`src/rtl/dmem_port_arbiter.sv`:
```
// Shares one data-memory port between the two issue lanes. Conflicting
// requests are served lane 0 first, then lane 1 from a holding register.
module dmem_port_arbiter #(
   parameter int                     ADDR_WIDTH   = 16,
   parameter int                     DATA_WIDTH   = 32,
   parameter int                     MEM_OP_BITS  = 2,
   parameter logic [MEM_OP_BITS-1:0] MEM_OP_NOP   = 2'd0,
   parameter logic [MEM_OP_BITS-1:0] MEM_OP_READ  = 2'd1,
   parameter logic [MEM_OP_BITS-1:0] MEM_OP_WRITE = 2'd2
) (
   input  logic                   clk,
   input  logic                   reset,
   input  logic [MEM_OP_BITS-1:0] mem_op0,
   input  logic [ADDR_WIDTH-1:0]  address0,
   input  logic [DATA_WIDTH-1:0]  write_data0,
   input  logic [MEM_OP_BITS-1:0] mem_op1,
   input  logic [ADDR_WIDTH-1:0]  address1,
   input  logic [DATA_WIDTH-1:0]  write_data1,
   output logic [MEM_OP_BITS-1:0] ram_mem_op,
   output logic [ADDR_WIDTH-1:0]  ram_address,
   output logic [DATA_WIDTH-1:0]  ram_write_data,
   input  logic [DATA_WIDTH-1:0]  ram_read_data,
   output logic [DATA_WIDTH-1:0]  read_data0,
   output logic [DATA_WIDTH-1:0]  read_data1,
   output logic                   stall,
   output logic [15:0]            conflict_count
);

   typedef enum logic {PASS, REPLAY} state_e;

   state_e                 state_q, state_d;
   logic [MEM_OP_BITS-1:0] hold_op_q, hold_op_d;
   logic [ADDR_WIDTH-1:0]  hold_addr_q, hold_addr_d;
   logic [DATA_WIDTH-1:0]  hold_wdata_q, hold_wdata_d;
   logic [DATA_WIDTH-1:0]  rd0_q, rd0_d;
   logic [15:0]            conflict_count_q, conflict_count_d;

   logic req0, req1, same_read;

   assign req0      = (mem_op0 != MEM_OP_NOP);
   assign req1      = (mem_op1 != MEM_OP_NOP);
   assign same_read = (mem_op0 == MEM_OP_READ) && (mem_op1 == MEM_OP_READ) &&
                      (address0 == address1);

   always_comb begin
      // NOTE: every output and next-state value gets a default first, so no path
      // through the case/if tree leaves a signal unassigned and infers a latch.
      state_d          = state_q;
      hold_op_d        = hold_op_q;
      hold_addr_d      = hold_addr_q;
      hold_wdata_d     = hold_wdata_q;
      rd0_d            = rd0_q;
      conflict_count_d = conflict_count_q;
      ram_mem_op       = MEM_OP_NOP;
      ram_address      = '0;
      ram_write_data   = '0;
      read_data0       = ram_read_data;
      read_data1       = ram_read_data;
      stall            = 1'b0;

      unique case (state_q)
         PASS: begin
            if (req0 && req1 && !same_read) begin
               ram_mem_op     = mem_op0;
               ram_address    = address0;
               ram_write_data = write_data0;
               stall          = 1'b1;
               hold_op_d      = mem_op1;
               hold_addr_d    = address1;
               hold_wdata_d   = write_data1;
               rd0_d          = ram_read_data;
               if (conflict_count_q != 16'hFFFF)
                  conflict_count_d = conflict_count_q + 16'd1;
               state_d        = REPLAY;
            end else if (req0) begin
               // Also covers the shared-address dual read: one ram access feeds both lanes.
               ram_mem_op     = mem_op0;
               ram_address    = address0;
               ram_write_data = write_data0;
            end else if (req1) begin
               ram_mem_op     = mem_op1;
               ram_address    = address1;
               ram_write_data = write_data1;
            end
         end
         REPLAY: begin
            ram_mem_op     = hold_op_q;
            ram_address    = hold_addr_q;
            ram_write_data = hold_wdata_q;
            read_data0     = rd0_q;
            state_d        = PASS;
         end
         default: state_d = PASS;
      endcase

      // The held lane 1 request must not reach the ram during reset.
      if (reset) begin
         ram_mem_op     = MEM_OP_NOP;
         ram_address    = '0;
         ram_write_data = '0;
         read_data0     = '0;
         read_data1     = '0;
         stall          = 1'b0;
      end
   end

   // NOTE: sequential state uses non-blocking assignments so every flop samples
   // the pre-edge values and simulation matches the synthesized registers.
   always_ff @(posedge clk) begin
      if (reset) begin
         state_q          <= PASS;
         hold_op_q        <= MEM_OP_NOP;
         hold_addr_q      <= '0;
         hold_wdata_q     <= '0;
         rd0_q            <= '0;
         conflict_count_q <= '0;
      end else begin
         state_q          <= state_d;
         hold_op_q        <= hold_op_d;
         hold_addr_q      <= hold_addr_d;
         hold_wdata_q     <= hold_wdata_d;
         rd0_q            <= rd0_d;
         conflict_count_q <= conflict_count_d;
      end
   end

   assign conflict_count = conflict_count_q;

endmodule

```
`config.mk`:
```
export PLATFORM = sky130hd
export DESIGN_NAME = dmem_port_arbiter
export DESIGN_NICKNAME = d
export VERILOG_FILES = /design/src/rtl/dmem_port_arbiter.sv
export SDC_FILE = /design/constraint.sdc
export NUM_CORES = 1
export LEC_CHECK = 0
export CAP_MARGIN = 20
export CORE_ASPECT_RATIO = 0.5
export CORE_MARGIN = 2
export CORE_UTILIZATION = 47
export DETAILED_ROUTE_END_ITERATION = 8
export PLACE_DENSITY = 0.95
export SETUP_SLACK_MARGIN = 0.2
export SYNTH_ARGS = -nofsm -noshare
export SYNTH_HDL_FRONTEND = slang
export SYNTH_SLANG_ARGS = --single-unit
export TNS_END_PERCENT = 10
```
`constraint.sdc`:
```
create_clock -name clk -period 5.8 [get_ports clk]
set_input_delay 0.58 -clock clk [delete_from_list [all_inputs] [get_ports clk]]
set_output_delay 0.58 -clock clk [all_outputs]
set_load 0.1 [all_outputs]
```
Word-level counts from Yosys, hierarchy flattened
Cells that the tools add are included.
- register bits after elaboration: 99
- input bits: 134
- output and inout port bits: 131
- word-level logic and storage cells: 43
- $add $sub $neg: 1
- eq/ne operators: 4
- multiplexer cells: 22
- bitwise operators: 1
- reductions and logical operators: 9
- operator list (operator ; number):
    two-way mux 32 bit ; 7
    two-way mux 16 bit ; 4
    one-hot mux 32 bit (2 select lines) ; 1
    one-hot mux 16 bit (2 select lines) ; 1
    adder 16 x 1 -> 16 bit (second input constant) ; 1
    equality test 16 bit ; 1
    != test 16 bit (second input constant) ; 1
    two-way mux 2 bit ; 4
    equality test 2 x 1 -> 1 bit (second input constant) ; 2
    logical AND 1 bit ; 4
    one-hot mux 2 bit (2 select lines) ; 1
    nonzero test 2 bit ; 2
    two-way mux 1 bit ; 3
    AND reduction 3 bit ; 1
    one-hot mux 1 bit (2 select lines) ; 1
    AND reduction 2 bit ; 1
    zero test 1 bit ; 1
    NOT 1 bit ; 1

Longest topological paths before layout
Gate-level depths: netlist of the first run.
- depth in word-level cells: 8
- depth in mapped cells: 9
- depth with buffers taken out: 7

Worst setup path before layout of the first run
Ideal clock, no wire load.
- path type: input-to-output
- start point: input mem_op0[0]
- end point: output ram_address[10]
- data arrival time: 3.112 ns
- required time: 5.220 ns
- setup slack: 2.108 ns
- cell stages on the path: 9
- buffers on the path: 3
- cell sequence: or2_2 -> clkbuf_1 -> nor2_1 -> buf_2 -> buf_1 -> a22oi_1 -> nor2_1 -> a21oi_1 -> nor2_1
- word-level cells in the longest chain between the ends: 8
- RTL lines (element ; RTL line ; text):
    from (decl) ; 13 ; input logic [MEM_OP_BITS-1:0] mem_op0,
    equality test 2 x 1 -> 1 bit ; 42 ; assign same_read = (mem_op0 == MEM_OP_READ) && (mem_op1 == MEM_OP_READ) &&
    logical AND 1 bit (2 in series) ; 42 ;
    zero test 1 bit ; 63 ; if (req0 && req1 && !same_read) begin
    logical AND 1 bit ; 63 ;
    two-way mux 16 bit * ; 63 ;
    one-hot mux 16 bit (2 select lines) * ; 61 ; unique case (state_q)
    two-way mux 16 bit * ; 97 ; if (reset) begin
    to (decl) ; 20 ; output logic [ADDR_WIDTH-1:0] ram_address,
Mark *: on every way between the ends. The rest lies on a longest branch, timed or not.

Worst setup path in the final report of the first run
- start point: input mem_op0[1]
- end point: register conflict_count_q[3], in the netlist conflict_count[3]
- word-level cells in the longest chain between the ends: 6
- RTL lines (element ; RTL line ; text):
    equality test 2 x 1 -> 1 bit ; 42 ;
    logical AND 1 bit (2 in series) ; 42 ;
    zero test 1 bit ; 63 ;
    logical AND 1 bit * ; 63 ;
    AND reduction 3 bit (no line) * ; - ;
    to (signal assigned) ; 123 ; conflict_count_q <= conflict_count_d;
    to (decl) ; 36 ; logic [15:0] conflict_count_q, conflict_count_d;
Marked as above.
A chain may end at the register's enable or synchronous reset.

==> results of run 1 <==
flip-flops by register name, indices dropped and copies added (netlist names):
| name | cells |
|---|---|
| hold_op_q | 2 |
| state_q | 1 |
| hold_wdata_q | 32 |
| rd0_q | 32 |
| conflict_count | 16 |
| hold_addr_q | 16 |
final timing paths:
kind	end	slack, ns	depth (start not counted)
setup / recovery	conflict_count[3]	2.08	7
hold / removal	hold_wdata_q[24]	0.48	2
setup reg to reg	conflict_count[3]	2.72	7
hold reg to reg	hold_wdata_q[24]	0.48	2
final cells by class:
type	instances	area [sq um]
Multi-Input combinational cell	623	3830
Fill cell	959	3780
Timing Repair Buffer	273	2600
Sequential cell	99	1990
Clock buffer	9	225
Tap cell	170	213
Clock inverter	7	96.3
Inverter	3	11.3
stage by stage:
step | setup WS [ns] | util (%) | hold WS, ns | instance area, sq um | total power (uW)
after floorplan | 2.11 | - | 0.454 | 6160 | 1410
after global placement | 1.74 | 67.7 | 0.462 | 8620 | 1630
after detailed placement | 1.67 | 67.7 | 0.468 | 8620 | 1650
after CTS | 1.61 | 70.2 | 0.477 | 8940 | 2300
after global routing | 1.88 | 70.3 | 0.503 | 8960 | 2380
final | 2.08 | 70.3 | 0.478 | 8960 | 2290
routing by layer:
metal / up-vias / GRT usage (%) / share of wire, % / wire (um)
li1: 3214 / - / - / -
met2: 254 / 45.2 / 50 / 9410
met3: 46 / 5.64 / 6.1 / 1140
met1: 3069 / 29.7 / 41 / 7610
met4: 0 / 8.22 / 2.6 / 491
met5: - / 0 / 0 / 0
cells in the mapped netlist, types with 4 or more instances:
library cell	n	area share [%]
a21oi_1	112	9.1
a22oi_1	48	5.9
buf_1	15	0.91
buf_2	9	0.73
clkbuf_1	50	3.0
dfxtp_1	99	32
mux2_1	28	5.1
mux2_2	10	1.8
mux2i_1	32	5.2
nand2_1	6	0.37
nand3_1	6	0.49
nand3b_1	50	6.1
nand4_1	7	0.71
nor2_1	144	8.8
nor2b_1	71	7.2
nor3_1	5	0.41
nor4_1	4	0.41
o21ai_0	58	4.7
or3_1	6	0.61
xor2_1	16	2.3
power groups by stage:
stage | sequential [uW] | combinational, uW | clock [uW]
finish | 757 | 885 | 649
floorplan | 765 | 641 | 0
global route | 762 | 929 | 692
CTS | 756 | 883 | 661
detailed placement | 771 | 879 | 0
global placement | 768 | 866 | 0
cells by family (layout without fill, tap and decap cells):
| group | count (synthesis) | in the layout |
|---|---|---|
| DFF | 99 | 99 |
| buffers and inverters | 82 | 292 |
| xor gates and xnor gates | 16 | 16 |
| muxes | 70 | 70 |
| adders and majority gates | 1 | 1 |
| and+or+nand+nor | 316 | 316 |
| AOI/OAI and AO/OA | 220 | 220 |
tightest hold or removal path: stages (launching register included):
cell     delay [ns]
dfxtp_1        0.31
o21ai_0        0.06
a21oi_1        0.06
==> results.json, run 1 <==
{
  "status": "finished, final reports clean",
  "dp.cells": 1167,
  "cts_hold_buf": 0,
  "synth_cells": 804,
  "synth_top_family_by_area": "simple AND/OR/NAND/NOR gates",
  "p_int_uw": 1370,
  "combPwrFrac_pct": 38.6,
  "crit_path_max_incr_delay_ns": 0.82,
  "yosysUniqueCellTypes": 38,
  "syn_nets": 939,
  "avgSynthCellArea_sq_um": 7.66,
  "crit_fanout": 58,
  "clockRootBuffer": "clkbuf_16",
  "finClkSkew_ns": 0.00984,
  "cp_cell_sequence": "clkdlybuf4s50_1, or2_2, and2_2, buf_4, nand2_1, nor4b_1, mux2_2",
  "grt_max_degree": 127,
  "fin_nets": 1144,
  "cp_top_family": "simple AND/OR/NAND/NOR gates",
  "setup_viol": 0,
  "routed-via-count": 6583,
  "rsz0062_at_grt": "false",
  "cts_setup_buffers": 0,
  "htree_num_levels": 3,
  "finalWeightedCongestion": 0.873,
  "die_y_um": 84.9,
  "finalNonFillerCells": 1184,
  "dieArea_sq_um": 14100,
  "clkPwrFrac_pct": 28.3,
  "tns_ns": 0,
  "synth-edff-count": 0,
  "relSlewSlack_pct": 31.4,
  "drt_iter0_drc": 472,
  "finalCriticalPeriod_ns": 3.72,
  "max_freq_mhz": 269,
  "hpwl_um": 12700,
  "drcViolationCount": 0,
  "drtAntennaViolNets": 0,
  "max-vdd-ir-drop_v": 0.000157,
  "start_kind": "primary input",
  "portBuffers": 264,
  "tightestPinTransition_ns": 1.03,
  "antenna_found_initial": 0,
  "synthAdderAreaFrac_pct": 0.203,
  "async_flop_share_pct": 0,
  "wl_per_cell_um": 15.7,
  "cp-end-kind": "register",
  "grt_pass1_wl_um": 29800,
  "num_rows": 29,
  "ys_warn_count": 0,
  "coreArea_sq_um": 12700,
  "crit_path_top_delay_cell": "or2_2",
  "synth_xor_area_share_pct": 2.28,
  "hp-class": "register to register",
  "cts_buffers": 9,
  "finalCritPeriodShare_pct": 64.2,
  "critPathLaunch": "mem_op0[1]",
  "r2r_start": "state_q",
  "synth_simple_gate_area_share_pct": 27.4,
  "maxCapViolations": 0,
  "ctsLongestPathBuffers": 2,
  "initial_core_util_pct": 48.3,
  "swShare_pct": 40.0,
  "cts.sinks": 99,
  "seqPwrFrac_pct": 33.0,
  "final_cell_mix": "214 x clkdlybuf4s50_1, 143 x nor2_1, 112 x a21oi_1",
  "netlist_area_sq_um": 6160,
  "cts_tree": "done",
  "crit_buf_inv": 2,
  "die_w_um": 166,
  "p_sw_uw": 917,
  "grt_pass1_vias": 6282,
  "layout-drive-gt1-share_pct": 9.07,
  "p_leak_uw": 0.00343,
  "clk_latency_ns": 0.34,
  "first_pass_iters": 5,
  "hold_viol": 0,
  "track_usage_pct": 25.0,
  "worstHoldStart": "hold_wdata_q[24]",
  "ys_ff_latch": 99,
  "insertedDiodeCount": 0,
  "ys_seq_area_share_pct": 32.2,
  "synth_compound_area_share_pct": 19.9,
  "wl_um": 18600,
  "worstSetupPathType": "primary input to register",
  "grt_overflow": 0,
  "slew_violations": 0,
  "path_clk_slew_ns": 0.06,
  "crit_required_ns": 6.02,
  "ys.flop_type": "dfxtp_1",
  "p_per_area_nw_per_um2": 256,
  "viasPerCell": 5.56,
  "io_pins": 265,
  "muxShareOfSynthArea_pct": 12.2,
  "cp_data_arrival_time_ns": 3.94,
  "cts_resized": 0,
  "synthToLayoutAreaGrowth_pct": 45.5,
  "mostFrequentLayoutCell": "clkdlybuf4s50_1"
}
Power figures use the tool's default switching activity.
==> inputs of run 2 (changes only) <==
--- a/config.mk
+++ b/config.mk
@@ -8,9 +8,9 @@
 export CAP_MARGIN = 20
 export CORE_ASPECT_RATIO = 0.5
 export CORE_MARGIN = 2
-export CORE_UTILIZATION = 47
+export CORE_UTILIZATION = 39
 export DETAILED_ROUTE_END_ITERATION = 8
-export PLACE_DENSITY = 0.95
+export PLACE_DENSITY = 0.85
 export SETUP_SLACK_MARGIN = 0.2
 export SYNTH_ARGS = -nofsm -noshare
 export SYNTH_HDL_FRONTEND = slang
==> constraint.sdc (replaced) <==
create_clock -name clk -period 3.1 [get_ports clk]
set_input_delay 0.31 -clock clk [delete_from_list [all_inputs] [get_ports clk]]
set_output_delay 0.31 -clock clk [all_outputs]
set_load 0.1 [all_outputs]
==> run 2 against run 1 <==
Against the previous run: utilization down 8.5 points; global-route usage shrank 2.2 points; critical path depth grew 1; sequential share of layout area shrank 1.3 points; clock power grew 76%; setup slack worse by 1.6 ns; non-clock buffer count is 8 higher; combinational power up 110%; die area increased by 20%; largest cell class unchanged; power rose by 91%; final area up 6.5%.
==> results.json, run 2 (synthesized netlist as in run 1, its figures left out) <==
{
  "finClkSkew_ns": 0.00673,
  "hpwl_um": 14100,
  "maxCapViolations": 0,
  "fin_nets": 1152,
  "wl_um": 19800,
  "path_clk_slew_ns": 0.07,
  "first_pass_iters": 5,
  "portBuffers": 264,
  "insertedDiodeCount": 0,
  "setup_slack_ns": 0.447,
  "register_area_sq_um": 1990,
  "antenna_found_initial": 0,
  "num_rows": 32,
  "viasPerCell": 5.39,
  "track_usage_pct": 22.8,
  "synthToLayoutAreaGrowth_pct": 54.9,
  "coreArea_sq_um": 15400,
  "rsz0062_at_grt": "false",
  "finalCriticalPeriod_ns": 2.65,
  "cts_buffers": 9,
  "tns_ns": 0,
  "ctsLongestPathBuffers": 2,
  "hp-class": "primary input to register",
  "drt_iter0_drc": 363,
  "cts_tree": "done",
  "start_kind": "primary input",
  "dp.cells": 1210,
  "dpl_worst_slack_ns": 0.300,
  "clockRootBuffer": "clkbuf_16",
  "htree_num_levels": 3,
  "placed_area_sq_um": 9230,
  "final_cell_mix": "137 x clkdlybuf4s50_1, 136 x nor2_1, 112 x a21oi_1",
  "r2r_cells": 7,
  "grt_overflow": 0,
  "grt_max_degree": 127,
  "max_freq_mhz": 377,
  "slew_violations": 0,
  "cts.sinks": 99,
  "routed-via-count": 6608,
  "status": "finished, final reports clean",
  "initial_core_util_pct": 39.9,
  "p_leak_uw": 0.00375,
  "cp_data_arrival_time_ns": 2.34,
  "wl_per_cell_um": 16.1,
  "grt_pass1_vias": 6563,
  "finalCritPeriodShare_pct": 85.6,
  "drcViolationCount": 0,
  "hold_viol": 0,
  "grt_pass1_wl_um": 31700,
  "dieArea_sq_um": 16900,
  "die_w_um": 182,
  "fill_cells": 1309,
  "max-vdd-ir-drop_v": 0.000367,
  "die_y_um": 92.8,
  "crit_required_ns": 2.79,
  "stdcell_area_sq_um": 9540,
  "mostFrequentLayoutCell": "clkdlybuf4s50_1",
  "hold_depth": 3,
  "p_per_area_nw_per_um2": 458,
  "crit_fanout": 9,
  "relSlewSlack_pct": 34.2,
  "top_regs": "hold_wdata_q (32), rd0_q (32)",
  "cp-end-kind": "output pin",
  "layout-drive-gt1-share_pct": 17.9,
  "clk_latency_ns": 0.34,
  "tightestPinTransition_ns": 0.983,
  "finalNonFillerCells": 1226,
  "worst-r2r-setup-slack_ns": 0.83,
  "worstSetupPathType": "primary input to output pin",
  "drtAntennaViolNets": 0,
  "finalWeightedCongestion": 0.854,
  "multi_input_area_sq_um": 3850,
  "io_pins": 265,
  "setup_viol": 0
}
run 2: cell type report:
| class | count | area share [%] |
|---|---|---|
| timing repair buffer | 281 | 32.8 |
| sequential | 99 | 20.8 |
| clock inverter | 5 | 0.656 |
| inverter | 3 | 0.118 |
| tap | 204 | 2.68 |
| clock buffer | 11 | 2.54 |
| multi-input combinational | 623 | 40.4 |
run 2: routing by layer:
metal	GRT usage [%]	vias up	wire, um
li1	-	3239	-
met1	25.6	3092	8110
met2	42.7	223	10000
met3	3.74	54	893
met4	10.7	0	794
met5	0	-	0
run 2: worst paths after layout:
check,start,to
worst max-delay path,address1[5],stall
worst max register to register,conflict_count[0],conflict_count[7]
worst min register to register,hold_wdata_q[20],hold_wdata_q[20]
worst min-delay path,reset,rd0_q[20]
run 2: timing repair:
item,CTS,global route
hold buffers,0,0
endpoints found under the setup margin,0,1
setup buffers,0,0
gates resized for setup,0,1
run 2: power by group:
| group | leakage, uW | switching (uW) | internal [uW] |
|---|---|---|---|
| combinational | 0.00280 | 1200 | 616 |
| sequential | 0.000814 | 54.2 | 1360 |
| clock | 0.000142 | 492 | 651 |
| total | 0.00375 | 1750 | 2620 |
run 2: metrics by stage:
| stage | util (%) | hold slack (ns) | power, uW |
|---|---|---|---|
| floorplan | - | 0.454 | 2630 |
| global placement | 59.9 | 0.462 | 3220 |
| detailed placement | 59.9 | 0.469 | 3250 |
| CTS | 61.8 | 0.438 | 4410 |
| global route | 61.9 | 0.481 | 4550 |
| finish | 61.9 | 0.453 | 4370 |
run 2: worst max-delay path, cell delays in order:
cell             delay, ns
clkdlybuf4s50_1       0.46
xor2_1                0.18
nor4_1                0.35
nand4_1               0.21
nor4_4                0.26
nand2b_4              0.28
nor2_1                0.09
buf_12                0.19
==> RTL change 1, RTL diff (settings of run 1) <==
Make the reset (`reset`) asynchronous in one clocked block.
--- a/src/rtl/dmem_port_arbiter.sv
+++ b/src/rtl/dmem_port_arbiter.sv
@@ -106,7 +106,7 @@
 
    // NOTE: sequential state uses non-blocking assignments so every flop samples
    // the pre-edge values and simulation matches the synthesized registers.
-   always_ff @(posedge clk) begin
+   always_ff @(posedge clk or posedge reset) begin
       if (reset) begin
          state_q          <= PASS;
          hold_op_q        <= MEM_OP_NOP;
Function: differs if reset is asserted again (counterexample within 4 cycles, from zero or initial values and one cycle with reset high); with reset held inactive, the same outputs for 4 cycles.
==> RTL change 1 against run 1 <==
- worst setup slack worse by 0.96 ns
- cell area is 0.59% lower
- synthesized area is 3.6% lower
- sequential cell count stayed put
- total power is 30% higher
- synthesized cell count is 23% lower
- cell count is 14% lower
- routed wire length is 4.2% lower
==> RTL change 1: results (changes against run 1) <==
Hold path
  • Min-delay src: rd0_q[25]$_DFFE_PP0P_
  • WHS Endpoint: rd0_q[25]$_DFFE_PP0P_

Logic synthesis
  • Top cells by count, synth: nor2_1, dfrtp_1, a21oi_1
  • Synth Net Count: 755 (-20%)
  • Post-Synthesis Cells: 620 (-23%)
  • Sequential area share after synthesis: 41.74% (+9.5 points)
  • Top post-synthesis cells by area: dfrtp_1, mux2_1, nor2_1

STA
  • Skew final: 0.004208 ns (-0.005634 ns)
  • Worst-margin pin slew: 1.078 ns (+0.04890 ns)
  • Tcrit/Tclk final: 80.73% (+17 points)
  • Worst hold slack: 0.4929 ns (+0.01496 ns)

Finish
  • Fin util: 73.90% (+3.6 points)
  • Total Nets Final: 985 (-14%)
  • Fill count: 841 (-12%)

Placement
  • Cells after DPL: 1003 (-14%)
  • RePlAce Congestion: 0.8734 (about the same)
  • Area of placed instances: 8582 sq um (-0.41%)

Global routing
  • Largest net degree at the start of global routing: 117 (-7.9%)
  • Vias in the first global route: 5450 (-13%)
  • Met1 usage: 31.03% (+1.3 points)
  • Met2 usage: 46.42% (+1.2 points)
  • Met3 Use GR: 4.421% (-1.2 points)
  • First-pass GRT wire length: 28060 um (-5.9%)

Power
  • P_leak: 3.656 nW (+6.6%)
  • Clock network power: 0.000603 W (-7.1%)
  • VDD IR max: 200.4 uV (+28%)
  • Tot Pwr: 0.002982 W (+30%)

Outcome
  • Status: finished, final reports clean

Setup path
  • Crit path max fanout: 51 (-12%)
  • Reg2Reg Capture Point: hold_addr_q[9]$_DFFE_PP0P_
  • Register-to-Register Path Depth: 6 (-1)
  • CP Capture Point: ram_write_data[11]
  • Internal reg-to-reg setup slack: 2.55 ns (-0.17 ns)
  • Slowest cell on the critical path: clkdlybuf4s50_1
  • Max incr delay on CP: 1.17 ns (+0.35 ns)
  • Data arrival, critical path: 4.10 ns (+0.16 ns)

Route
  • WL/cell: 17.52 um (+11%)
  • DRT met1 WL: 7232 um (-4.9%)
  • Final wirelength: 17870 um (-4.2%)
  • DRT iter0 DRCs: 348 (-26%)
  • DR WL met3: 674 um (-41%)
==> RTL change 1: logic make-up (layout without fill, tap and decap cells) <==
group | after synthesis | in the layout | synth area share [%]
AO/OA/AOI/OAI | 106 | 106 | 11.28
XOR/XNOR | 29 | 29 | 4.279
adder cells (fa/ha/maj) | 1 | 1 | 0.2108
buffers and inverters | 58 | 293 | 4.616
flip-flops | 99 | 99 | 41.74
multiplexers | 115 | 115 | 21.14
AND/OR/NAND/NOR | 212 | 212 | 16.74
==> RTL change 1: final cells by class <==
class | count | area share [%]
clock buffer | 12 | 2.768
inverter | 6 | 0.2810
tap | 165 | 2.318
multi-input combinational | 463 | 35.89
timing repair buffer | 271 | 30.32
sequential | 99 | 27.86
clock inverter | 4 | 0.5620
==> RTL change 1: critical path, delay by kind of cell <==
kind	cells	cell delay [ns]
buffers and inverters	3	2.07
AOI/OAI and AO/OA	2	0.20
and+or+nand+nor	4	1.19
==> RTL change 2, RTL diff (flow settings as in run 1) <==
Without the edit above. `DATA_WIDTH`: 32 -> 48.
--- a/src/rtl/dmem_port_arbiter.sv
+++ b/src/rtl/dmem_port_arbiter.sv
@@ -2,7 +2,7 @@
 // requests are served lane 0 first, then lane 1 from a holding register.
 module dmem_port_arbiter #(
    parameter int                     ADDR_WIDTH   = 16,
-   parameter int                     DATA_WIDTH   = 32,
+   parameter int                     DATA_WIDTH   = 48,
    parameter int                     MEM_OP_BITS  = 2,
    parameter logic [MEM_OP_BITS-1:0] MEM_OP_NOP   = 2'd0,
    parameter logic [MEM_OP_BITS-1:0] MEM_OP_READ  = 2'd1,
Ports: changed (6 resized); port bits go from 265 to 361. The function was not compared with the original's and may differ.
==> RTL change 2 against run 1 <==
- worst setup slack worse by 0.66 ns
- first-iteration DRC count is 55% higher
- synthesized area up 31%
- sequential cell count rose by 32
- cell area grew 36%
- cell count is 34% higher
- sequential power is 33% higher
- register-to-register slack better by 0.17 ns
- routed wire length increased by 53%
- core utilization grew 2.9 points
- global-route usage rose by 4.7 points
- via count increased by 37%
- total power increased by 46%
==> RTL change 2: results (changes against run 1) <==
Route
  • TritonRoute pass-1 iters: 6 (+1)
  • DR WL met3: 1620 um (+42%)
  • DRT iter0 DRCs: 733 (+55%)
  • DRT met1 WL: 11170 um (+47%)
  • Final wirelength: 28450 um (+53%)
  • Routed vias/inst: 5.707 (+2.6%)

Placement
  • Dpl hpwl: 19660 um (+54%)
  • IO Port Bufs: 360 (+36%)

Setup path
  • Top delay family on crit path: buffers and inverters
  • Data arrival, critical path: 3.80 ns (-0.14 ns)
  • RR Startpoint: state_q$_SDFF_PP0_
  • Source of the critical timing path: mem_op0[0]
  • Internal reg-to-reg setup slack: 2.89 ns (+0.17 ns)
  • Max incr delay on CP: 1.15 ns (+0.33 ns)
  • Crit path max fanout: 36 (-38%)
  • Slowest cell on the critical path: clkdlybuf4s50_1

Finish
  • Largest regs: hold_wdata_q x48, rd0_q x48
  • Total Nets Final: 1527 (+33%)
  • Fin cells: 1583 (+34%)
  • Share of cells above drive strength 1: 11.21% (+2.1 points)
  • Fill count: 1203 (+25%)

STA
  • Worst-margin pin slew: 1.071 ns (+0.04208 ns)
  • Skew final: 0.01059 ns (+0.0007481 ns)

Power
  • P_leak: 4.633 nW (+35%)
  • Net Switching: 0.001313 W (+43%)
  • Sequential power: 0.00101 W (+33%)
  • Clock network power share: 32.6% (+4.3 points)
  • VDD IR max: 218.4 uV (+39%)

Logic synthesis
  • Top post-synthesis cells by area: dfxtp_1, nor2_1, a21oi_1
  • Count of cell types in the netlist: 37 (-2.6%)
  • Top cells by count, synth: nor2_1, a21oi_1, dfxtp_1
  • Syn avg cell area: 7.646 sq um (-0.16%)

Outcome
  • Status: finished, final reports clean

Global routing
  • Largest net degree at the start of global routing: 191 (+50%)
  • Vias in the first global route: 8960 (+43%)

CTS
  • Largest buffer count on any clock path: 2 (unchanged)
  • Htree depth: 4 (+1)
RTL change 2: changes by cell type after synthesis, sizes merged, moves of 13 or more:
| cell | change |
|---|---|
| nor2 | +54 |
| nor2b | +33 |
| dfxtp | +32 |
| a21oi | +27 |
| clkbuf | +20 |
| mux2 | +18 |
| mux2i | +17 |
| a22oi | +16 |
| nand3b | +16 |
| o21ai | +14 |
| xnor2 | +13 |
| xor2 | -13 |
RTL change 2: cell families after synthesis:
family                     Yosys count  share of synthesized area, %
and+or+nand+nor                    416                         26.91
AOI/OAI and AO/OA                  280                         19.54
adders and majority gates            1                        0.1548
buffers and inverters              108                         5.341
xor gates and xnor gates            16                         1.734
muxes                              105                         13.87
DFF                                131                         32.45
RTL change 2: worst min-delay path, stage by stage, from the launching register on:
cell	delay (ns)
dfxtp_1	0.30
o21ai_0	0.06
a21oi_1	0.06
RTL change 2: area by class of cell:
| cell class | count | area [sq um] | share of cell area [%] |
|---|---|---|---|
| Sequential cell | 131 | 2626 | 21.59 |
| Multi-Input combinational cell | 818 | 5051 | 41.53 |
| Timing Repair Buffer | 373 | 3597 | 29.58 |
| Tap cell | 227 | 284.0 | 2.335 |
| Clock buffer | 20 | 456.7 | 3.755 |
| Clock inverter | 11 | 135.1 | 1.111 |
| Inverter | 3 | 11.26 | 0.09259 |
RTL change 2: how the worst min path moves through the flow:
stage / start / to / slack, ns / depth (start not counted)
6_report: hold_addr_q[14]$_SDFFE_PP0P_ / hold_addr_q[14]$_SDFFE_PP0P_ / 0.47 / 2
5_1_grt: hold_wdata_q[37]$_SDFFE_PP0P_ / hold_wdata_q[37]$_SDFFE_PP0P_ / 0.50 / 2
4_1_cts: hold_addr_q[14]$_SDFFE_PP0P_ / hold_addr_q[14]$_SDFFE_PP0P_ / 0.48 / 2
3_5_place_dp: hold_wdata_q[7]$_SDFFE_PP0P_ / hold_wdata_q[7]$_SDFFE_PP0P_ / 0.47 / 2
3_3_place_gp: hold_wdata_q[10]$_SDFFE_PP0P_ / hold_wdata_q[10]$_SDFFE_PP0P_ / 0.46 / 2
2_1_floorplan: hold_op_q[0]$_SDFFE_PP0P_ / hold_op_q[0]$_SDFFE_PP0P_ / 0.45 / 2
RTL change 2: per-layer routing:
layer,up-vias,global-route usage [%]
met2,395,51.82
li1,4265,-
met5,-,0
met4,0,17.47
met1,4259,33.57
met3,115,6.205
RTL change 2: metrics by stage:
step	instance area, sq um	util, %	power, W	worst slack, ns
after detailed placement	11510	69.37	0.002260	1.445
final	12160	73.27	0.003345	1.416
after CTS	12110	72.94	0.003352	1.450
after global placement	11510	69.37	0.002236	1.577
after global routing	12160	73.27	0.003468	1.186
after floorplan	8082	-	0.001903	1.795
